<file path="src/rtl/umem_arbiter.sv">
// Unified-memory arbiter: I-fill, D-fill and D-writeback share one memory port, with a watchdog.
// Optional I-fill fairness against back-to-back D transfers is enabled by UMEM_ARB_FAIR_EN.
module umem_arbiter #(
  parameter int unsigned ADDR_W  = 14,
  parameter int unsigned LINE_W  = 64,
  parameter int unsigned TIMEOUT = 255
) (
  input  logic              clk,
  input  logic              rst_n,
  input  logic              i_req,
  input  logic [ADDR_W-1:0] i_addr,
  output logic              i_done,
  output logic [LINE_W-1:0] i_rdata,
  input  logic              d_rd_req,
  input  logic              d_wb_req,
  input  logic [ADDR_W-1:0] d_addr,
  input  logic [ADDR_W-1:0] d_wb_addr,
  input  logic [LINE_W-1:0] d_wdata,
  output logic              d_rd_done,
  output logic              d_wb_done,
  output logic [LINE_W-1:0] d_rdata,
  output logic              mem_re,
  output logic              mem_we,
  output logic [ADDR_W-1:0] mem_addr,
  output logic [LINE_W-1:0] mem_wdata,
  input  logic [LINE_W-1:0] mem_rdata,
  input  logic              mem_rdy,
  output logic              busy,
  output logic              err
);

`ifdef UMEM_ARB_FAIR_EN
  localparam bit FairEn = 1'b1;
`else
  localparam bit FairEn = 1'b0;
`endif

  typedef enum logic [1:0] {StIdle, StIRd, StDRd, StDWb} state_e;

  state_e              r_state;
  logic [7:0]          r_wdog;
  logic                r_last_d;
  logic                r_i_done, r_d_rd_done, r_d_wb_done;
  logic [LINE_W-1:0]   r_i_rdata, r_d_rdata;
  logic                r_mem_re, r_mem_we;
  logic [ADDR_W-1:0]   r_mem_addr;
  logic [LINE_W-1:0]   r_mem_wdata;
  logic                r_busy, r_err;

  logic                w_i, w_rd, w_wb;
  logic                w_gnt_i, w_gnt_rd, w_gnt_wb;
  logic                w_wdog_exp;
  logic [LINE_W-1:0]   w_rdata;

  always_comb begin
    // A requester still holding its request in its own done cycle is not regranted.
    w_i  = i_req    & ~r_i_done;
    w_rd = d_rd_req & ~r_d_rd_done;
    w_wb = d_wb_req & ~r_d_wb_done;
    w_gnt_i  = w_i & (~(w_wb | w_rd) | (FairEn & r_last_d));
    w_gnt_wb = w_wb & ~w_gnt_i;
    w_gnt_rd = w_rd & ~w_wb & ~w_gnt_i;
    w_wdog_exp = (r_wdog == 8'(TIMEOUT - 1));
    w_rdata    = mem_rdy ? mem_rdata : '0;
  end

  always_ff @(posedge clk or negedge rst_n) begin
    if (!rst_n) begin
      r_state     <= StIdle;
      r_wdog      <= '0;
      r_last_d    <= 1'b1;
      r_i_done    <= 1'b0;
      r_d_rd_done <= 1'b0;
      r_d_wb_done <= 1'b0;
      r_i_rdata   <= '0;
      r_d_rdata   <= '0;
      r_mem_re    <= 1'b0;
      r_mem_we    <= 1'b0;
      r_mem_addr  <= '0;
      r_mem_wdata <= '0;
      r_busy      <= 1'b0;
      r_err       <= 1'b0;
    end else begin
      r_i_done    <= 1'b0;
      r_d_rd_done <= 1'b0;
      r_d_wb_done <= 1'b0;
      case (r_state)
        StIdle: begin
          r_wdog <= '0;
          if (w_gnt_wb) begin
            r_state     <= StDWb;
            r_mem_we    <= 1'b1;
            r_mem_addr  <= d_wb_addr;
            r_mem_wdata <= d_wdata;
            r_busy      <= 1'b1;
            r_last_d    <= 1'b1;
          end else if (w_gnt_rd) begin
            r_state    <= StDRd;
            r_mem_re   <= 1'b1;
            r_mem_addr <= d_addr;
            r_busy     <= 1'b1;
            r_last_d   <= 1'b1;
          end else if (w_gnt_i) begin
            r_state    <= StIRd;
            r_mem_re   <= 1'b1;
            r_mem_addr <= i_addr;
            r_busy     <= 1'b1;
            r_last_d   <= 1'b0;
          end
        end
        StIRd, StDRd, StDWb: begin
          // mem_rdy takes precedence over an expiring watchdog.
          if (mem_rdy || w_wdog_exp) begin
            r_state  <= StIdle;
            r_mem_re <= 1'b0;
            r_mem_we <= 1'b0;
            r_busy   <= 1'b0;
            if (!mem_rdy) r_err <= 1'b1;
            if (r_state == StIRd) begin
              r_i_done  <= 1'b1;
              r_i_rdata <= w_rdata;
            end else if (r_state == StDRd) begin
              r_d_rd_done <= 1'b1;
              r_d_rdata   <= w_rdata;
            end else begin
              r_d_wb_done <= 1'b1;
            end
          end else begin
            r_wdog <= r_wdog + 8'd1;
          end
        end
        default: r_state <= StIdle;
      endcase
    end
  end

  assign i_done    = r_i_done;
  assign i_rdata   = r_i_rdata;
  assign d_rd_done = r_d_rd_done;
  assign d_wb_done = r_d_wb_done;
  assign d_rdata   = r_d_rdata;
  assign mem_re    = r_mem_re;
  assign mem_we    = r_mem_we;
  assign mem_addr  = r_mem_addr;
  assign mem_wdata = r_mem_wdata;
  assign busy      = r_busy;
  assign err       = r_err;

endmodule
</file>
<file path="config.mk">
export PLATFORM = sky130hd
export DESIGN_NAME = umem_arbiter
export DESIGN_NICKNAME = d
export VERILOG_FILES = /design/src/rtl/umem_arbiter.sv
export SDC_FILE = /design/constraint.sdc
export NUM_CORES = 1
export LEC_CHECK = 0
export CAP_MARGIN = 20
export CORE_MARGIN = 4
export CORE_UTILIZATION = 48
export DETAILED_ROUTE_END_ITERATION = 7
export PLACE_DENSITY_LB_ADDON = 0.3
export SLEW_MARGIN = 5
export SYNTH_ARGS = -nofsm -noshare
export SYNTH_HDL_FRONTEND = slang
export SYNTH_SLANG_ARGS = --single-unit
</file>
<file path="constraint.sdc">
create_clock -name clk -period 4.03 [get_ports clk]
set_input_delay 0.403 -clock clk [delete_from_list [all_inputs] [get_ports clk]]
set_output_delay 0.403 -clock clk [all_outputs]
set_load 0.1 [all_outputs]
</file>
==> impl_results.md <==
- Outcome: finished, final reports clean
- Commonest non-fill, non-tap cell in the layout: clkdlybuf4s50_1
- RD Place Congestion: 0.809
- Design Area, Final: 14900 µm²
- Slew Limit Fails: 0
- Via count: 8373
- DR pass1 iterations: 4
- Synth Register Bits: 223
- R2R cell count: 5
- Total congestion overflow: 0
- CP Data Required Time: 4.35 ns
- CTS root buffer: clkbuf_16
- Worst Hold Class: input pin to asynchronous set/reset pin
- Io pins: 389
- Reg2reg setup slack: 1.30 ns
- Final Hold Vio Count: 0
- Max_cap viols: 0
- Avg Synthesized Cell Area: 10.9 µm²
- Placed Cells incl. Taps: 1533
- Via/cell ratio: 5.32
- Worst-path clk slew: 0.06 ns
- CTS tree: done
- Core Region: 20500 µm²
- Post-Syn Area: 10100 µm²
- Worst Clk Skew: 0.0156 ns
- Row count: 52
- Die Footprint: 23500 µm²
- Syn_nets: 1111
- Die width: 153 µm
- Arr. time, crit path: 3.05 ns
- Initial drt markers: 412
- RSZ-0062 raised after global routing: false
- Critical path endpoint category: flip-flop
- Final HPWL from detailed placement: 21.5 mm
- Most frequent cells in the layout: clkdlybuf4s50_1 (386), dfrtp_1 (223), nor2_1 (147)
- Upper clock frequency limit: 366 MHz
- CTS Buf Count: 25
- Final Non-Filler Cells: 1573
- Post-Syn Instances: 930
- Diode count: 0
- Yosys top cell area share: 55.0%
- Routed WL: 30.8 mm
- H-tree level count: 1
- Routed Antenna Nets: 0
- Worst Path Max Fanout: 20
- Distinct cells, synth: 42
- Largest net degree at the start of global routing: 137
- NumNets Final: 1471
- Worst r2r dst: mem_addr[12]
- Setup tns final: 0 ns
- Kind of critical path: flip-flop to flip-flop
- R2R Path Start: r_state[1]
- # DRC: 0
- Register area share after synthesis: 55.0%
- Hold-fix buffers, CTS: 0
- DP Area: 14100 µm²
- Worst-margin pin slew: 1.12 ns
- GRT Util Overall: 25.0%
- Tmin final: 2.73 ns
- WL per Instance: 19.6 µm
- PortBufs: 388
- Startpoint types: flip-flop
- Share of layout cells above drive strength 1: 8.98%
- Synth area leaders: dfrtp_1 (55%), a211o_1 (11%), mux2_2 (7.3%)
- Post-CTS sizing: 0
- Final worst path period share: 67.9%
- Post-CTS Setup Repair Bufs: 0
- Area delta synth->final: 47.2%
- Synth warn: 0
- Clock latency on the worst-skew pair: 0.51 ns
- Die height: 153 µm
- Number of global-route vias before repair: 8705
- Initial core utilization: 49.5%
- Slew HR: 24.9%
- Post-Place Setup Slack: 1.32 ns
- Sink Count: 223
- Area leader, netlist: dfrtp_1
- Initial antenna violation count: 0
- Setup violations, final: 0
- Setup WS post-layout: 1.30 ns
- Max Root-Sink Buffers: 3
- First-pass GRT wire length: 47.7 mm
## through the flow
| step | util [%] | hold slack [ns] |
|---|---|---|
| 2_1_floorplan | - | 0.107 |
| 3_3_place_gp | 69.0 | 0.448 |
| 3_5_place_dp | 69.0 | 0.451 |
| 4_1_cts | 72.8 | 0.0704 |
| 5_1_grt | 72.8 | 0.0789 |
| 6_report | 72.8 | 0.0274 |
## registers in the layout, summed over array words and instances (netlist names)
register	cells
r_state	2
err	1
mem_addr	14
mem_re	1
mem_we	1
d_wb_done	1
d_rd_done	1
busy	1
r_wdog	8
i_done	1
d_rdata	64
mem_wdata	64
i_rdata	64
## cell families after synthesis
| logic type | count (synthesis) | synth area share (%) |
|---|---|---|
| AO/OA/AOI/OAI | 168 | 14.2 |
| adder cells (fa/ha/maj) | 5 | 0.617 |
| buffers and inverters | 87 | 4.07 |
| flip-flops | 223 | 55.0 |
| multiplexers | 80 | 8.71 |
| AND/OR/NAND/NOR | 367 | 17.4 |
## critical path, cell delays in order, from the launching register on
cell      delay (ns)
dfrtp_1         0.40
inv_1           0.11
ha_1            0.59
inv_1           0.29
a211oi_2        0.94
a221oi_1        0.22
## cell type report
| type | count | area (µm²) |
|---|---|---|
| clock buffer | 36 | 727 |
| fill | 1476 | 5570 |
| tap | 270 | 338 |
| inverter | 23 | 86.3 |
| sequential | 223 | 5580 |
| timing repair buffer | 397 | 3980 |
| clock inverter | 4 | 45.0 |
| multi-input combinational | 620 | 4170 |
## synthesized netlist by cell type
cell / instances
a211o_1: 128
a211oi_1: 2
a211oi_2: 1
a21oi_1: 5
a221oi_1: 14
a311oi_1: 1
a31oi_2: 1
and2_0: 32
and2_1: 96
and3_1: 3
and3b_1: 1
buf_1: 6
buf_2: 24
buf_4: 1
buf_6: 7
clkbuf_1: 26
dfrtp_1: 223
ha_1: 5
inv_1: 23
mux2_2: 66
mux2i_1: 14
nand2_1: 68
nand2b_1: 4
nand3_1: 1
nand3b_1: 1
nand4_1: 2
nand4b_1: 1
nor2_1: 147
nor2b_1: 3
nor2b_2: 1
nor3_1: 2
nor4_1: 2
o211a_1: 1
o211ai_1: 2
o21ai_0: 5
o22a_1: 1
o2bb2ai_1: 1
o311ai_0: 2
o31ai_1: 2
o41ai_1: 2
or3_1: 2
or4_1: 1
## layer usage
metal / share of wire [%] / wire, µm / track usage (%)
met4: 2.8 / 858 / 6.64
met5: 0 / 0 / 0
met2: 50 / 15400 / 43.7
met1: 38 / 11700 / 29.6
met3: 9.4 / 2910 / 8.62
## worst max path at each step
stage / start / endpoint / slack [ns] / cells past startpoint
2_1_floorplan: d_wb_done / mem_wdata[57] / 1.95 / 4
4_1_cts: r_state[0] / mem_addr[12] / 1.31 / 5
3_3_place_gp: r_state[0] / mem_addr[12] / 1.52 / 5
3_5_place_dp: r_state[0] / mem_addr[12] / 1.32 / 5
5_1_grt: r_state[0] / mem_addr[12] / 1.11 / 5
6_report: r_state[1] / mem_addr[12] / 1.30 / 5
Power is left out: the tool's default activity adds up to more than one toggle a clock period on the data nets, which glitch-free logic cannot reach.
==> RTL change (same flow settings) <==
Encoding of `state_e`: now one-hot (4 bits for 4 states).
--- a/src/rtl/umem_arbiter.sv
+++ b/src/rtl/umem_arbiter.sv
@@ -36,5 +36,5 @@
 `endif
 
-  typedef enum logic [1:0] {StIdle, StIRd, StDRd, StDWb} state_e;
+  typedef enum logic [3:0] {StIdle = 4'b0001, StIRd = 4'b0010, StDRd = 4'b0100, StDWb = 4'b1000} state_e;
 
   state_e              r_state;
Check against the original RTL: same outputs for any inputs over 4 cycles, from zero or initial values and one cycle with rst_n low; so few cycles prove little.
==> RTL change against the unedited design <==
- sequential cell count is 2 higher
- wire length fell by 6.3%
- final cell count decreased by 7.2%
- area after synthesis shrank 8.0%
- worst setup slack improved by 0.13 ns
- cell area fell by 5.3%
- critical path depth stayed put
Power is left out: the tool's default activity adds up to more than one toggle a clock period on the data nets, which glitch-free logic cannot reach.
==> RTL change: results (changes against the unedited design) <==
Worst setup path
  – CP max stage cell: nand2_2
  – FF-to-FF setup slack: 1.42 ns (+0.13 ns)
  – Crit-path max FO: 34 (+70%)
  – CP delay by family, top: simple AND/OR/NAND/NOR gates
  – WP data arrival: 2.99 ns (-0.06 ns)
  – Max incr delay on CP: 0.55 ns (-0.39 ns)

Drt
  – Post-Route WL: 28900 um (-6.3%)
  – Routed vias/inst: 5.20 (-2.4%)

Global routing
  – Vias in the first global route: 7993 (-8.2%)
  – First-pass GRT wire length: 44800 um (-6.1%)
  – Overall Global Routing Usage: 0.258 (+0.00769)
  – Largest net degree at the start of global routing: 111 (-19%)

Yosys
  – Synth area leaders: dfrtp_1, nand2_1, mux2_2, a22o_1, and2_1
  – Compound-Gate Fraction of Synth Area: 0.110 (-0.0313)
  – Syn nets: 990 (-11%)
  – Post-synth top cells: dfrtp_1, nand2_1, and2_1
  – Mux cell area share after synthesis: 0.0931 (+0.00595)
  – Synth Area in Adders: 0.00268 (-0.00349)
  – Sequential cell area fraction in the yosys report: 0.604 (+0.0533)
  – Xor and xnor area share after synthesis: 0.000939 (+0.000939)

STA
  – Worst relative slew slack: 0.275 (+0.0259)
  – Fin Clk Skew: 0.0123 ns (-0.00334 ns)

Worst hold path
  – Hold WC Path Type: in -> reg

Placed design
  – Post-DP HPWL: 19900 um (-7.6%)
  – Final Wtd Congestion: 0.815 (+0.75%)

Status
  – Status: complete, no violations

Clock tree
  – CTS buffer count: 24 (-4.0%)

Final layout
  – Layout cells sized above 1: 0.0942 (+0.00445)
-- RTL change: changes by cell type after synthesis, moves of 11 or more --
cell / delta
a211o_1: -128
a211oi_1: +13
a21o_1: +16
a221oi_1: -14
a22o_1: +53
a32o_1: +11
and2_0: -32
and2_1: -40
clkbuf_1: -11
mux2_2: -12
mux2i_1: +12
nand2_1: +143
nor2_1: -129
-- RTL change: layout make-up --
class / count / area (um2)
multi-input combinational: 513 / 3320
clock inverter: 7 / 88.8
fill: 1322 / 4760
tap: 260 / 325
inverter: 18 / 67.6
clock buffer: 37 / 721
timing repair buffer: 399 / 3980
sequential: 225 / 5630
-- RTL change: repair_timing --
item                      in CTS  in global routing
setup buffers                  0                  0
hold endpoints to repair       4                  0
hold buffers                   1                  0
-- RTL change: cells by family after synthesis --
| family | count (synthesis) |
|---|---|
| AND/OR/NAND/NOR | 306 |
| buffers and inverters | 74 |
| multiplexers | 80 |
| adder cells (fa/ha/maj) | 2 |
| flip-flops | 225 |
| AO/OA/AOI/OAI | 124 |
| XOR/XNOR | 1 |
-- RTL change: stage by stage --
stage / hold slack (ns) / std cells / setup WS [ns] / instance area [um2] / util
after floorplan: 0.107 / 812 / 1.91 / 9330 / -
after global placement: 0.453 / 1414 / 1.52 / 13300 / 0.705
after detailed placement: 0.462 / 1414 / 1.44 / 13300 / 0.705
after CTS: 0.420 / 1459 / 1.41 / 14100 / 0.748
after global routing: 0.414 / 1459 / 1.22 / 14100 / 0.748
final: 0.432 / 1459 / 1.42 / 14100 / 0.748
-- RTL change: path summary, 6_finish.rpt --
kind | startpoint | to | cells past startpoint
setup / recovery | r_wdog[3] | i_rdata[7] | 5
setup reg to reg | r_wdog[3] | i_rdata[7] | 5
hold / removal | d_wdata[7] | mem_wdata[7] | 3
min in group asynchronous | rst_n | d_rdata[46] | 2
hold reg to reg | err | err | 2
max in group asynchronous | rst_n | r_state[0] | 3
-- RTL change: layer usage --
layer,up-vias,part of all wire,global-route usage
li1,3500,-,-
met1,3725,0.37,0.300
met2,323,0.52,0.465
met3,34,0.095,0.0926
met4,0,0.015,0.0471
met5,-,0,0
-- RTL change: worst register-to-register path, stage by stage (launching register included) --
cell and delay (ns):
dfrtp_1 0.42, and4_1 0.28, a41o_1 0.49, nand2_2 0.55, buf_4 0.48, a22o_1 0.28
